File: config.mk
export PLATFORM = sky130hd
export DESIGN_NAME = alu_iter
export DESIGN_NICKNAME = d
export VERILOG_FILES = /design/src/rtl/alu_pkg.sv /design/src/rtl/alu_iter_comb.sv /design/src/rtl/alu_iter.sv
export SDC_FILE = /design/constraint.sdc
export NUM_CORES = 1
export LEC_CHECK = 0
export ABC_CLOCK_PERIOD_IN_PS = 2450
export BUFFER_PORTS_ARGS = -buffer_cell sky130_fd_sc_hd__buf_2
export CAP_MARGIN = 20
export CORE_MARGIN = 1
export CORE_UTILIZATION = 59
export DETAILED_ROUTE_END_ITERATION = 10
export GPL_TIMING_DRIVEN = 0
export PLACE_DENSITY = 0.78
export SYNTH_ARGS = -nofsm -noshare
export SYNTH_HDL_FRONTEND = slang
export SYNTH_SLANG_ARGS = --single-unit
export TNS_END_PERCENT = 50
File: constraint.sdc
create_clock -name CLK -period 2.45 [get_ports CLK]
set_clock_uncertainty 0.05 [all_clocks]
set_input_delay 0.1225 -clock CLK [delete_from_list [all_inputs] [get_ports CLK]]
set_output_delay 0.1225 -clock CLK [all_outputs]
set_load 0.02 [all_outputs]
File: src/rtl/alu_pkg.sv
// Shared opcode and FSM encodings for the iterative ALU.
package alu_pkg;

   localparam logic [2:0] OP_FWD = 3'b000;
   localparam logic [2:0] OP_ADD = 3'b001;
   localparam logic [2:0] OP_AND = 3'b010;
   localparam logic [2:0] OP_OR  = 3'b011;
   localparam logic [2:0] OP_SUB = 3'b100;
   localparam logic [2:0] OP_SLL = 3'b101;
   localparam logic [2:0] OP_SRA = 3'b110;
   localparam logic [2:0] OP_MUL = 3'b111;

   typedef enum logic [1:0] {
      ST_IDLE  = 2'b00,
      ST_SHIFT = 2'b01,
      ST_MUL   = 2'b10
   } state_e;

   function automatic logic is_shift(input logic [2:0] op);
      return (op == OP_SLL) || (op == OP_SRA);
   endfunction

endpackage

File: src/rtl/alu_iter_comb.sv
// Single-cycle ALU ops (FWD/ADD/AND/OR/SUB) with carry / not-borrow.
module alu_iter_comb
   import alu_pkg::*;
#(
   parameter int WIDTH = 8
) (
   input  logic [2:0]       op,
   input  logic [WIDTH-1:0] a,
   input  logic [WIDTH-1:0] b,
   output logic [WIDTH-1:0] result,
   output logic             carry
);

   logic [WIDTH:0] sum_s;
   logic [WIDTH:0] diff_s;

   // Borrow of the extended subtraction lands in the top bit, so CARRY is its inverse.
   always_comb begin
      sum_s  = {1'b0, a} + {1'b0, b};
      diff_s = {1'b0, a} - {1'b0, b};
      result = '0;
      carry  = 1'b0;
      case (op)
         OP_FWD: result = b;
         OP_ADD: begin
            result = sum_s[WIDTH-1:0];
            carry  = sum_s[WIDTH];
         end
         OP_AND: result = a & b;
         OP_OR:  result = a | b;
         OP_SUB: begin
            result = diff_s[WIDTH-1:0];
            carry  = ~diff_s[WIDTH];
         end
         default: begin
            result = '0;
            carry  = 1'b0;
         end
      endcase
   end

endmodule

File: src/rtl/alu_iter.sv
// Iterative ALU: single-cycle logic/arith, bit-serial shifts and shift-add multiply.
// Define ALU_ITER_MUL_EN to build the multiplier; otherwise opcode 111 yields zero in one cycle.
module alu_iter
   import alu_pkg::*;
#(
   parameter int WIDTH = 8
) (
   input  logic             CLK,
   input  logic             RESET,
   input  logic             START,
   input  logic [2:0]       SELECT,
   input  logic [WIDTH-1:0] DATA1,
   input  logic [WIDTH-1:0] DATA2,
   output logic [WIDTH-1:0] RESULT,
   output logic             CARRY,
   output logic             ZERO,
   output logic             BUSY,
   output logic             DONE
);

   localparam int SHW = $clog2(WIDTH);
   localparam int CW  = SHW + 1;

   state_e           state_r, state_s;
   logic [CW-1:0]    cnt_r, cnt_s;
   logic [2:0]       op_r, op_s;
   logic [WIDTH-1:0] work_r, work_s;
   logic [WIDTH-1:0] result_r, result_s;
   logic             carry_r, carry_s;
   logic             zero_r, zero_s;
   logic             busy_r, busy_s;
   logic             done_r, done_s;

   logic [WIDTH-1:0] comb_res_s;
   logic             comb_carry_s;
   logic [WIDTH-1:0] fast_res_s;
   logic [WIDTH-1:0] shift1_s;
   logic [SHW-1:0]   amt_s;

`ifdef ALU_ITER_MUL_EN
   logic [WIDTH-1:0] mcand_r, mcand_s;
   logic [WIDTH-1:0] acc_r, acc_s;
   logic [WIDTH-1:0] acc_sum_s;
`endif

   alu_iter_comb #(.WIDTH(WIDTH)) u_comb (
      .op     (SELECT),
      .a      (DATA1),
      .b      (DATA2),
      .result (comb_res_s),
      .carry  (comb_carry_s)
   );

   // Shift by zero passes DATA1 through; a compiled-out multiply returns zero.
   always_comb begin
      amt_s    = DATA2[SHW-1:0];
      shift1_s = (op_r == OP_SLL) ? {work_r[WIDTH-2:0], 1'b0}
                                  : {work_r[WIDTH-1], work_r[WIDTH-1:1]};
      if (is_shift(SELECT)) begin
         fast_res_s = DATA1;
      end else if (SELECT == OP_MUL) begin
         fast_res_s = '0;
      end else begin
         fast_res_s = comb_res_s;
      end
`ifdef ALU_ITER_MUL_EN
      acc_sum_s = acc_r + (work_r[0] ? mcand_r : {WIDTH{1'b0}});
`endif
   end

   always_comb begin
      state_s  = state_r;
      cnt_s    = cnt_r;
      op_s     = op_r;
      work_s   = work_r;
      result_s = result_r;
      carry_s  = carry_r;
      zero_s   = zero_r;
      busy_s   = busy_r;
      done_s   = 1'b0;
`ifdef ALU_ITER_MUL_EN
      mcand_s  = mcand_r;
      acc_s    = acc_r;
`endif
      case (state_r)
         ST_IDLE: begin
            if (START) begin
               op_s   = SELECT;
               work_s = DATA1;
               if (is_shift(SELECT) && (amt_s != '0)) begin
                  state_s = ST_SHIFT;
                  cnt_s   = {1'b0, amt_s};
                  busy_s  = 1'b1;
`ifdef ALU_ITER_MUL_EN
               end else if (SELECT == OP_MUL) begin
                  state_s = ST_MUL;
                  cnt_s   = CW'(WIDTH);
                  busy_s  = 1'b1;
                  mcand_s = DATA1;
                  work_s  = DATA2;
                  acc_s   = '0;
`endif
               end else begin
                  result_s = fast_res_s;
                  carry_s  = comb_carry_s;
                  zero_s   = (fast_res_s == '0);
                  done_s   = 1'b1;
               end
            end else begin
               state_s = ST_IDLE;
            end
         end
         ST_SHIFT: begin
            work_s = shift1_s;
            cnt_s  = cnt_r - CW'(1);
            if (cnt_r == CW'(1)) begin
               result_s = shift1_s;
               carry_s  = 1'b0;
               zero_s   = (shift1_s == '0);
               done_s   = 1'b1;
               busy_s   = 1'b0;
               state_s  = ST_IDLE;
            end else begin
               state_s = ST_SHIFT;
            end
         end
`ifdef ALU_ITER_MUL_EN
         // Radix-2 shift-add: work_r holds the multiplier, consumed LSB first.
         ST_MUL: begin
            acc_s   = acc_sum_s;
            mcand_s = {mcand_r[WIDTH-2:0], 1'b0};
            work_s  = {1'b0, work_r[WIDTH-1:1]};
            cnt_s   = cnt_r - CW'(1);
            if (cnt_r == CW'(1)) begin
               result_s = acc_sum_s;
               carry_s  = 1'b0;
               zero_s   = (acc_sum_s == '0);
               done_s   = 1'b1;
               busy_s   = 1'b0;
               state_s  = ST_IDLE;
            end else begin
               state_s = ST_MUL;
            end
         end
`endif
         default: begin
            state_s = ST_IDLE;
            busy_s  = 1'b0;
         end
      endcase
   end

   // Synchronous reset aborts any operation in flight and clears all outputs.
   always_ff @(posedge CLK) begin
      if (RESET) begin
         state_r  <= ST_IDLE;
         cnt_r    <= '0;
         op_r     <= 3'b000;
         work_r   <= '0;
         result_r <= '0;
         carry_r  <= 1'b0;
         zero_r   <= 1'b0;
         busy_r   <= 1'b0;
         done_r   <= 1'b0;
`ifdef ALU_ITER_MUL_EN
         mcand_r  <= '0;
         acc_r    <= '0;
`endif
      end else begin
         state_r  <= state_s;
         cnt_r    <= cnt_s;
         op_r     <= op_s;
         work_r   <= work_s;
         result_r <= result_s;
         carry_r  <= carry_s;
         zero_r   <= zero_s;
         busy_r   <= busy_s;
         done_r   <= done_s;
`ifdef ALU_ITER_MUL_EN
         mcand_r  <= mcand_s;
         acc_r    <= acc_s;
`endif
      end
   end

   assign RESULT = result_r;
   assign CARRY  = carry_r;
   assign ZERO   = zero_r;
   assign BUSY   = busy_r;
   assign DONE   = done_r;

endmodule

==> impl_metrics.csv <==
group,metric,value,unit
floorplan,io_pins,34,
floorplan,dieHeight,70.4,µm
clocking,htree_levels,1,
detailed_routing,drtAntennaViolNets,0,
grt,gr-total-overflow,0,
detailed_routing,routed_via_density,6.37,
clocking,cts_tree,"done",
clocking,worstSkewPairLatency,0.27,ns
critical_path,path_class,"in -> reg",
final_layout,diodes,0,
sta,final_max_slew_viol_count,0,
sta,hold_violations,0,
critical_path,startpoint_type,"primary input",
sta,rsz0062_at_grt,"false",
power_and_ir_drop,p_comb_share,40.6,%
power_and_ir_drop,ir_drop,0.000338,V
clocking,cts.sinks,28,
placed_design,gp_congestion,0.966,
floorplan,core_area,4410,µm²
final_layout,layout-drive-gt1-share,15.7,%
sta,worst_hold_slack,0.0958,ns
grt,grt_util_all_layers,30.5,%
flow_run,drv_cap,0,
grt,grt_pass1_wl,12200,µm
logic_synthesis,synth_area,2760,µm²
final_layout,area_delta_synth_final,10.5,%
critical_path,cp.arrival,2.42,ns
logic_synthesis,yosysTopAreaCell,"dfxtp_1",
power_and_ir_drop,p_clk_share,19.1,%
power_and_ir_drop,p_switching,483,µW
detailed_routing,drt_pass1_iterations,5,
logic_synthesis,yosysSeqAreaShare,20.3,%
logic_synthesis,ys_ff_latch,28,
sta,fin_crit,2.29,ns
power_and_ir_drop,internal_power,819,µW
clocking,cts_setup_buffers,0,
logic_synthesis,async_reset_ff_share,0,%
final_layout,nNetsFinal,434,
sta,worst_slack,0.163,ns
critical_path,r2r_cells,5,
placed_design,io_buffers,33,
placed_design,post-place-ws,-0.342,ns
logic_synthesis,synth_top_area_share,20.3,%
power_and_ir_drop,p_seq_share,40.2,%
power_and_ir_drop,power.leakage,1.39,nW
power_and_ir_drop,power.density,427,nW/µm²
logic_synthesis,synth_area_per_cell,7.97,µm²
power_and_ir_drop,swShare,37.1,%
critical_path,max_stage_delay,0.44,ns
min_path,hold_depth,4,
logic_synthesis,synthFlopType,"dfxtp_1",
clocking,holdBufCountCts,0,
clocking,clk_pin_slew_worst_paths,0.09,ns
floorplan,initial_utilization,62.4,%
sta,slew_headroom,32.7,%
floorplan,row_count,24,
logic_synthesis,synth-edff-count,0,
min_path,hold_path.class,"in -> reg",
detailed_routing,first_iter_violations,272,
sta,worstMarginPinSlew,1.01,ns
status,outcome,"finished clean",
floorplan,die_area,4950,µm²
critical_path,endpoint_kind,"flip-flop",
detailed_routing,vias,2763,
detailed_routing,route.detailed.drc,0,
logic_synthesis,syn-instance-count,346,
critical_path,critPathMaxFanout,5,
detailed_routing,wl,7400,µm
logic_synthesis,syn_nets,396,
clocking,numCtsBuffers,3,
clocking,cts_root_buf,"clkbuf_8",
grt,grt_max_degree,15,
critical_path,worst_path_max_delay_cell,"fa_1",
detailed_routing,wl_per_cell,17.0,µm
logic_synthesis,synth_warnings,0,
critical_path,cp.required,2.58,ns
logic_synthesis,synth_cell_type_count,72,
logic_synthesis,ys_top_cells_by_area,"dfxtp_1, ha_1, a21oi_1, mux2i_1, inv_1",
grt,antenna_found_initial,0,
placed_design,hpwl,5940,µm
sta,max_freq,0.437,GHz
floorplan,die_w,70.4,µm
clocking,clockBufferDepth,2,
sta,min_period_over_period,93.3,%
sta,setup_viol,0,
critical_path,path_cells,"buf_2 -> inv_1 -> ha_1 -> fa_1 -> or2_2 -> a221oi_4 -> o21bai_1 -> a21oi_1 -> o311ai_0 -> a311oi_1",
grt,grt_pass1_vias,2544,
-- what timing repair did --
action,in CTS,in global routing
gates resized for setup,1,2
endpoints found under the setup margin,2,2
hold endpoints to repair,0,0
-- kinds of logic after synthesis --
family	Yosys count	synth area share (%)
and+or+nand+nor	111	21.8
AOI/OAI and AO/OA	103	26.5
buffers and inverters	50	7.99
adders and majority gates	28	13.3
DFF	28	20.3
muxes	19	7.90
xor gates and xnor gates	7	2.22
-- worst paths after layout --
path                                  from        end  slack [ns]
worst min register to register   RESULT[6]  RESULT[6]        0.40
worst max register to register  state_r[0]  RESULT[4]        0.25
worst min-delay path                 RESET  work_r[5]         0.1
worst max-delay path              DATA1[0]      CARRY        0.16
-- critical path, delay by kind of cell --
| family | cells | cell delay, ns |
|---|---|---|
| AO/OA/AOI/OAI | 5 | 1.08 |
| adder cells (fa/ha/maj) | 2 | 0.68 |
| buffers and inverters | 2 | 0.20 |
| AND/OR/NAND/NOR | 1 | 0.32 |
-- per-stage QoR --
stage	cells	setup TNS [ns]	power, mW	area, µm²	util, %
final	434	0	1.30	3050	69.0
after global routing	434	0	1.37	3050	69.0
after CTS	434	0	1.29	3030	68.7
after detailed placement	431	-0.774	1.04	2990	67.7
after global placement	431	-0.780	1.03	2990	67.7
after floorplan	346	0	0.893	2760	-
-- power by group through the flow --
stage	clock, mW	sequential [mW]	combinational [mW]
2_1_floorplan	0	0.550	0.344
3_3_place_gp	0	0.532	0.499
3_5_place_dp	0	0.534	0.511
4_1_cts	0.247	0.523	0.516
5_1_grt	0.262	0.529	0.579
6_report	0.249	0.524	0.529
-- routing by layer --
metal	track usage, %	routed length, µm
met5	0	0
met4	3.56	86
met3	4.76	568
met2	50.3	3370
met1	42.9	3370
-- registers in the layout, indices dropped and copies added, names as in the netlist --
register and cells:
BUSY 1, state_r 1, work_r 8, ZERO 1, cnt_r 4, DONE 1, RESULT 8, op_r 3
CARRY 1
-- Yosys cell counts (2+ instances only) --
cell	number
a221oi_1	3
nor3b_1	3
o21ai_0	10
o22a_1	2
inv_1	30
xor2_1	3
nand3b_1	3
a2111oi_0	2
a211oi_1	8
a31oi_1	2
a21oi_1	31
o2bb2ai_1	2
o311ai_0	3
a21boi_0	2
o221ai_1	2
nand2_1	23
nand4_1	2
nor2_1	23
mux4_2	2
o21bai_1	3
nand3_1	8
o22ai_1	4
mux2_2	2
dfxtp_1	28
o21a_1	4
nand2b_1	5
and2_1	5
or3_1	5
fa_1	2
nor3_1	10
o311a_1	2
buf_2	4
a21o_1	5
or4_1	2
or3b_2	2
o211ai_1	3
xnor2_1	4
buf_6	3
ha_1	26
mux2i_1	15
and3_1	8
clkbuf_1	10
-- cells in the final DEF, fill, tap and decap left out, drive strengths merged, types with 8 or more instances in the layout --
cell	synthesis	layout
clkbuf	11	14
nor3	10	10
nand3	8	8
dfxtp	28	28
o21ai	10	10
a211oi	9	9
buf	9	42
nor2	24	24
nand2	23	23
and3	8	8
ha	26	26
mux2i	15	15
a21oi	31	31
inv	30	30
-- area by class of cell --
class,instances,area [µm²]
flip-flops and latches,28,561
inverters,30,113
clock buffers,3,41.3
plain buffers,20,108
multi-input cells,268,1990
fillers,400,1370
well taps,52,65.1
repair buffers,33,165
No activity file was read; power rests on OpenSTA's default activity.
